[config.mk]
export PLATFORM = sky130hd
export DESIGN_NAME = life_grid_engine
export DESIGN_NICKNAME = d
export VERILOG_FILES = /design/src/rtl/life_grid_engine.sv
export SDC_FILE = /design/constraint.sdc
export NUM_CORES = 1
export LEC_CHECK = 0
export BUFFER_PORTS_ARGS = -buffer_cell sky130_fd_sc_hd__buf_2
export CAP_MARGIN = 10
export CORE_MARGIN = 1.5
export CORE_UTILIZATION = 50
export CTS_CLUSTER_DIAMETER = 100
export DETAILED_ROUTE_END_ITERATION = 16
export GPL_ROUTABILITY_DRIVEN = 0
export PLACE_DENSITY_LB_ADDON = 0.15
export SYNTH_ARGS = -nofsm -noshare
export SYNTH_HDL_FRONTEND = slang
export SYNTH_SLANG_ARGS = --single-unit
[constraint.sdc]
create_clock -name clk -period 7.4 [get_ports clk]
set_input_delay 0.74 -clock clk [delete_from_list [all_inputs] [get_ports clk]]
set_output_delay 0.74 -clock clk [all_outputs]
set_load 0.03 [all_outputs]
[src/rtl/life_grid_engine.sv]
// life_grid_engine: Conway's Game of Life (B3/S23) board core for a ROWS x COLS grid.
// Holds the board, loads a new one through a valid/ready port, and advances one
// generation per IDLE step or per PERIOD-cycle tick while run is held. Halts on
// still-life or extinction during free-run.
//   clk, reset         : clock, synchronous active-high reset
//   load_valid/_ready  : board load handshake; load_grid cell (r,c) at bit r*COLS+c
//   step, run          : single-generation request (IDLE only), free-run level
//   grid, gen_count    : current board and saturating generation count (registered)
//   busy, halted       : RUN / HALT state indicators
//   extinct, still     : combinational board status (grid==0, next(grid)==grid)
module life_grid_engine #(
  parameter int unsigned ROWS   = 8,
  parameter int unsigned COLS   = 8,
  parameter int unsigned WRAP   = 0,
  parameter int unsigned PERIOD = 1,
  parameter int unsigned GEN_W  = 16
) (
  input  logic                 clk,
  input  logic                 reset,
  input  logic                 load_valid,
  input  logic [ROWS*COLS-1:0] load_grid,
  output logic                 load_ready,
  input  logic                 step,
  input  logic                 run,
  output logic [ROWS*COLS-1:0] grid,
  output logic [GEN_W-1:0]     gen_count,
  output logic                 busy,
  output logic                 halted,
  output logic                 extinct,
  output logic                 still
);

  localparam int unsigned CELLS  = ROWS * COLS;
  localparam int unsigned TICK_W = (PERIOD > 1) ? $clog2(PERIOD) : 1;
  localparam logic [TICK_W-1:0] TICK_LAST = TICK_W'(PERIOD - 1);

  typedef enum logic [1:0] {
    S_IDLE = 2'd0,
    S_RUN  = 2'd1,
    S_HALT = 2'd2
  } state_t;

  state_t              state;
  logic [TICK_W-1:0]   tick_cnt;
  logic [CELLS-1:0]    next_grid;
  logic [GEN_W-1:0]    gen_next;

  // Next-generation board: neighbour indices are resolved at elaboration time,
  // so each cell is just an 8-input population count plus the B3/S23 rule.
  for (genvar r = 0; r < ROWS; r++) begin : g_row
    for (genvar c = 0; c < COLS; c++) begin : g_col
      logic [7:0] nb;
      logic [3:0] n;

      for (genvar k = 0; k < 8; k++) begin : g_nb
        // k enumerates the 8 neighbours: 0..2 row above, 3/4 left/right, 5..7 row below
        localparam int DR     = (k < 3) ? -1 : ((k < 5) ? 0 : 1);
        localparam int DC     = (k < 3) ? (k - 1) : ((k == 3) ? -1 : ((k == 4) ? 1 : (k - 6)));
        localparam int NR     = int'(ROWS);
        localparam int NC     = int'(COLS);
        localparam int RR_RAW = r + DR;
        localparam int CC_RAW = c + DC;
        localparam bit INSIDE = (RR_RAW >= 0) && (RR_RAW < NR) && (CC_RAW >= 0) && (CC_RAW < NC);
        localparam int RR     = (RR_RAW + NR) % NR;
        localparam int CC     = (CC_RAW + NC) % NC;
        localparam int IDX    = RR * NC + CC;

        if ((WRAP != 0) || INSIDE) begin : g_live
          assign nb[k] = grid[IDX];
        end else begin : g_dead
          assign nb[k] = 1'b0;
        end
      end

      always_comb begin
        n = '0;
        for (int j = 0; j < 8; j++) begin
          n = n + 4'(nb[j]);
        end
      end

      assign next_grid[r*COLS+c] = (n == 4'd3) | ((n == 4'd2) & grid[r*COLS+c]);
    end
  end

  assign extinct    = (grid == '0);
  assign still      = (next_grid == grid);
  assign load_ready = (state != S_RUN);
  assign busy       = (state == S_RUN);
  assign halted     = (state == S_HALT);

  // Saturating generation increment
  assign gen_next = (gen_count == '1) ? gen_count : gen_count + GEN_W'(1);

  // Control FSM and board state; load wins over step/run in the same cycle
  always_ff @(posedge clk) begin
    if (reset) begin
      state     <= S_IDLE;
      grid      <= '0;
      gen_count <= '0;
      tick_cnt  <= '0;
    end else if (load_valid && load_ready) begin
      state     <= S_IDLE;
      grid      <= load_grid;
      gen_count <= '0;
      tick_cnt  <= '0;
    end else begin
      case (state)
        S_IDLE: begin
          if (step) begin
            grid      <= next_grid;
            gen_count <= gen_next;
          end else if (run) begin
            state    <= S_RUN;
            tick_cnt <= '0;
          end
        end
        S_RUN: begin
          if (!run) begin
            state <= S_IDLE;
          end else if (tick_cnt == TICK_LAST) begin
            if (still || extinct) begin
              state <= S_HALT;
            end else begin
              grid      <= next_grid;
              gen_count <= gen_next;
              tick_cnt  <= '0;
            end
          end else begin
            tick_cnt <= tick_cnt + TICK_W'(1);
          end
        end
        S_HALT: begin
          state <= S_HALT;
        end
        default: begin
          state <= S_IDLE;
        end
      endcase
    end
  end

endmodule
Yosys cells after proc, flatten, opt, wreduce, memory -nomap -nowiden
Index checks and enable logic that the tools add are counted.
Word-level totals
  output and inout bits: 85
  flip-flop bits (word level): 83
Operators by class
  reduce and logical (&&, ||, !) cells: 11
  equality and inequality tests: 145
  muxes and demuxes: 23
  add/sub/neg operators: 351
  bitwise operators: 128
Operator list (number)
  $add 4x1->4: 181
  $eq 4x2->1 const B: 122
  $mux 64: 5
  $add 3x1->4: 54
  $add 2x1->3: 57
  $pmux 64 s2: 1
  $add 1x1->2: 57
  $mux 16: 5
  $and 1x1->1: 64
  $eq 64x64->1: 1
  $logic_not 64->1: 1
  $or 1x1->1: 64
  $pmux 16 s2: 1
  $eq 3x2->1 const B: 6
  $add 16x1->16 const B: 1
  $eq 16x16->1 const B: 1
  $ne 2x2->1 const B: 6
  $mux 2: 5
  $reduce_and 5->1: 2
  $ne 3x2->1 const B: 3
  $ne 3x3->1 const B: 3
  $reduce_and 4->1: 2
  $pmux 2 s3: 1
  $mux 1: 4
  other kinds (11): 11

Depth between registers and ports, before layout
  depth in word-level cells: 17
  gate-level depth with buffers: 18
  depth with buffers taken out: 16

Worst setup path after synthesis
Ideal clock, no wire load.
  path type: register -> register
  from: register grid[10]
  to: register grid[26]
  cell stages (with the launch flop): 18
  slack: 1545 ps
  clock period less this slack: 5855 ps
  buffers on the path: 1
  library setup time: 88 ps
  arrival: 5767 ps
  path through: dfxtp_1 > inv_1 > fa_1 > fa_1 > fa_1 > inv_1 > ha_1 > fa_1 > nor2b_4 > a2111oi_4 > nand4_1 > or4_1 > or4_1 > or4_4 > and2_4 > buf_6 > o221a_1 > a311oi_2
On the way
  word-level cells in the longest chain between the ends: 14
Ends and longest elaborated chain
  from (decl): line 25  | output logic [ROWS*COLS-1:0] grid,
  from (signal assigned): line 104  | grid <= load_grid;
  from (signal assigned): line 111  | grid <= next_grid;
  from (signal assigned): line 125  | grid <= next_grid;
  $add 1x1->2: line 78  | n = n + 4'(nb[j]);
  $add 2x1->3: line 78
  $add 3x1->4: line 78
  $add 4x1->4 (4 in a row): line 78
  $eq 4x2->1: line 82  | assign next_grid[r*COLS+c] = (n == 4'd3) | ((n == 4'd2) & grid[r*COLS+c]);
  $and 1x1->1: line 82
  $or 1x1->1: line 82
  $eq 64x64->1: line 87  | assign still = (next_grid == grid);
  $logic_or 1x1->1 (*): line 122  | if (still || extinct) begin
  $ne 3x3->1 (no line) (*)
  $reduce_and 5->1 (no line) (*)
Mark *: on every way between the ends. The rest lies on a longest branch, timed or not.
A chain may end at the register's enable or synchronous reset.

Worst setup path in the final report
  from: register grid[18]
  to: output still
On the way
  word-level cells in the longest chain between the ends: 11
Ends and longest elaborated chain
  $add 1x1->2: line 78
  $add 2x1->3: line 78
  $add 3x1->4: line 78
  $add 4x1->4 (4 in a row): line 78
  $eq 4x2->1: line 82
  $and 1x1->1: line 82
  $or 1x1->1: line 82
  $eq 64x64->1 (*): line 87
  to (decl): line 30  | output logic still
Marks and branches as above.

==> impl_metrics.json <==
{
  "status": "finished clean",
  "synth_cells": 1652,
  "hp-class": "reg2reg",
  "startpoint": "grid[18]",
  "grt_usage": 0.3504,
  "area_delta_synth_final_pct": 10.83,
  "root_buffer": "clkbuf_16",
  "start_kind": "flop",
  "async_flop_share": 0,
  "drt_first_pass_iters": 6,
  "critPathArrivalTime_ps": 6350,
  "setup_viol": 0,
  "worst_pin_slew_ps": 1171,
  "synth_area_um2": 14510,
  "min_period_over_period": 0.9580,
  "fill_cells": 2587,
  "clockBufferDepth": 2,
  "postRouteAntennaNets": 0,
  "postSynthAreaPerCell_um2": 8.783,
  "nets": 2219,
  "portBuffers": 153,
  "drv_slew": 0,
  "r2r-start": "grid[18]",
  "cts.clk_slew.worst_paths_ps": 80,
  "synth_edf_count": 0,
  "fmax_mhz": 141.1,
  "grt_max_degree": 88,
  "viasPerCell": 6.420,
  "fin_crit_ps": 7089,
  "synth_seq_cells": 82,
  "grt-busiest-layer": "met2",
  "synth_fp_nets": 2080,
  "cts_buffers": 9,
  "grt_overflow": 0,
  "cts_hold_buf": 0,
  "multiInputGateArea_um2": 11650,
  "core_area_um2": 28630,
  "met1_usage": 0.4838,
  "num_io_pins": 154,
  "die_y_um": 173.4,
  "setup_ws_ps": 311.0,
  "fp.dieW_um": 173.4,
  "postCtsSetupRepairBufs": 0,
  "clk_latency_ps": 380,
  "ys.flop_type": "dfxtp_1",
  "cp-end-kind": "output port",
  "cts_resized": 0,
  "drive_above_1_share": 0.1180,
  "die_area_um2": 30050,
  "crit_required_ps": 6660,
  "antenna_found_initial": 0,
  "route.detailed.drc": 0,
  "critPathKind": "reg2out",
  "ff_latch_area_um2": 1642,
  "synthDistinctLibCells": 72,
  "diodes": 0,
  "initial_core_util": 0.5069,
  "fin_skew_ps": 15.32,
  "critPathMaxFanout": 10,
  "tritoncts": "yes",
  "setup_tns_ps": 0,
  "cts.sinks": 82,
  "rows": 62,
  "dp.final_hpwl_um": 41450,
  "htree_levels": 3,
  "rsz0062_at_grt": "no",
  "via_count": 14000,
  "grt.met3_usage": 0.07127,
  "timing.max_cap.violations": 0,
  "yosysWarnings": 0,
  "slew_headroom": 0.2084,
  "drt_iter0_markers": 1475,
  "grt_pass1_wl_um": 80170,
  "grtUsageMet2": 0.5261,
  "grt_pass1_vias": 13580,
  "hold_viol": 0,
  "place_ws_ps": 853.9,
  "hp-start": "gen_count[5]",
  "synth-seq-area-share": 0.1131,
  "totalWireLength_um": 52090,
  "wl_per_cell_um": 23.89
}
-- kinds of logic (layout without fill, tap and decap cells) --
logic type,Yosys count,in the layout,synth area share
AND/OR/NAND/NOR,552,552,0.2181
flip-flops,82,82,0.1131
adder cells (fa/ha/maj),359,359,0.4110
AO/OA/AOI/OAI,308,308,0.1544
multiplexers,26,26,0.01811
buffers and inverters,325,469,0.08528
-- routing by layer --
metal,up-vias,part of all wire
met1,6871,0.42
met2,764,0.43
met3,163,0.10
met5,-,0.0011
met4,2,0.051
li1,6195,-
-- critical path: stages, from the launching register on --
cell and delay (ps):
dfxtp_1 690, inv_1 420, fa_1 650, fa_1 430, fa_1 490, inv_1 40
ha_1 200, fa_1 510, nand2_1 70, o311ai_0 630, nand4_1 190, a2111oi_0 380
nand4_1 160, nor4_1 540, buf_4 240, and2_1 130, buf_2 190
-- cell type report --
class                      instances  area share
timing repair buffer             178     0.06006
inverter                         275     0.06419
tap                              384     0.02988
clock inverter                     6    0.004513
multi-input combinational       1245      0.7244
clock buffer                      10     0.01486
sequential                        82      0.1021
-- cell usage after synthesis (all sizes together), types with 35 or more instances --
cell | count | area (µm²)
a21oi | 69 | 345.3
a221oi | 39 | 341.6
a311oi | 43 | 382.9
clkbuf | 41 | 153.9
dfxtp | 82 | 1642
fa | 196 | 3924
ha | 163 | 2039
inv | 274 | 1028
nand2 | 92 | 347.8
nand3 | 35 | 175.2
nand4 | 67 | 419.2
nor2 | 81 | 304.0
nor3 | 70 | 350.3
o21ai | 42 | 210.2
-- flip-flops by register name (all words and copies together), names as in the netlist --
register	flops
state	2
grid	64
gen_count	16
-- per-stage QoR --
step | hold WS (ps) | cell area, µm² | instances | util
after global placement | 456.9 | 15770 | 2164 | 0.5509
after floorplan | 472.4 | 14510 | 1652 | -
after detailed placement | 466.4 | 15770 | 2164 | 0.5509
final | 475.4 | 16080 | 2180 | 0.5618
after CTS | 477.9 | 16080 | 2180 | 0.5618
after global routing | 516.0 | 16080 | 2180 | 0.5618
-- path summary, 6_finish.rpt --
check / end / slack (ps) / cells past startpoint
setup reg to reg: grid[59] / 770 / 17
setup / recovery: still / 310 / 16
hold / removal: gen_count[5] / 480 / 2
hold reg to reg: gen_count[5] / 480 / 2
-- cells in the final DEF (no fill, tap or decap), types with 19 or more instances in the layout --
cell	Yosys	final
nor4bb_1	23	23
a211oi_1	30	30
mux2i_1	24	24
a311oi_1	42	42
buf_4	0	24
nor4_1	21	21
o21ai_0	35	35
fa_1	196	196
and3b_1	19	19
a221oi_1	39	39
ha_1	163	163
nand2b_1	24	24
buf_2	8	153
nor3_1	70	70
a21oi_1	69	69
inv_1	274	274
nand2_1	91	91
nand3_1	35	35
nor2b_1	28	28
nand4_1	67	67
nor3b_1	22	22
nor2_1	81	81
dfxtp_1	82	82
Power is not shown: default switching activity piles up to over one toggle a cycle in this logic, so the estimate is an artifact.
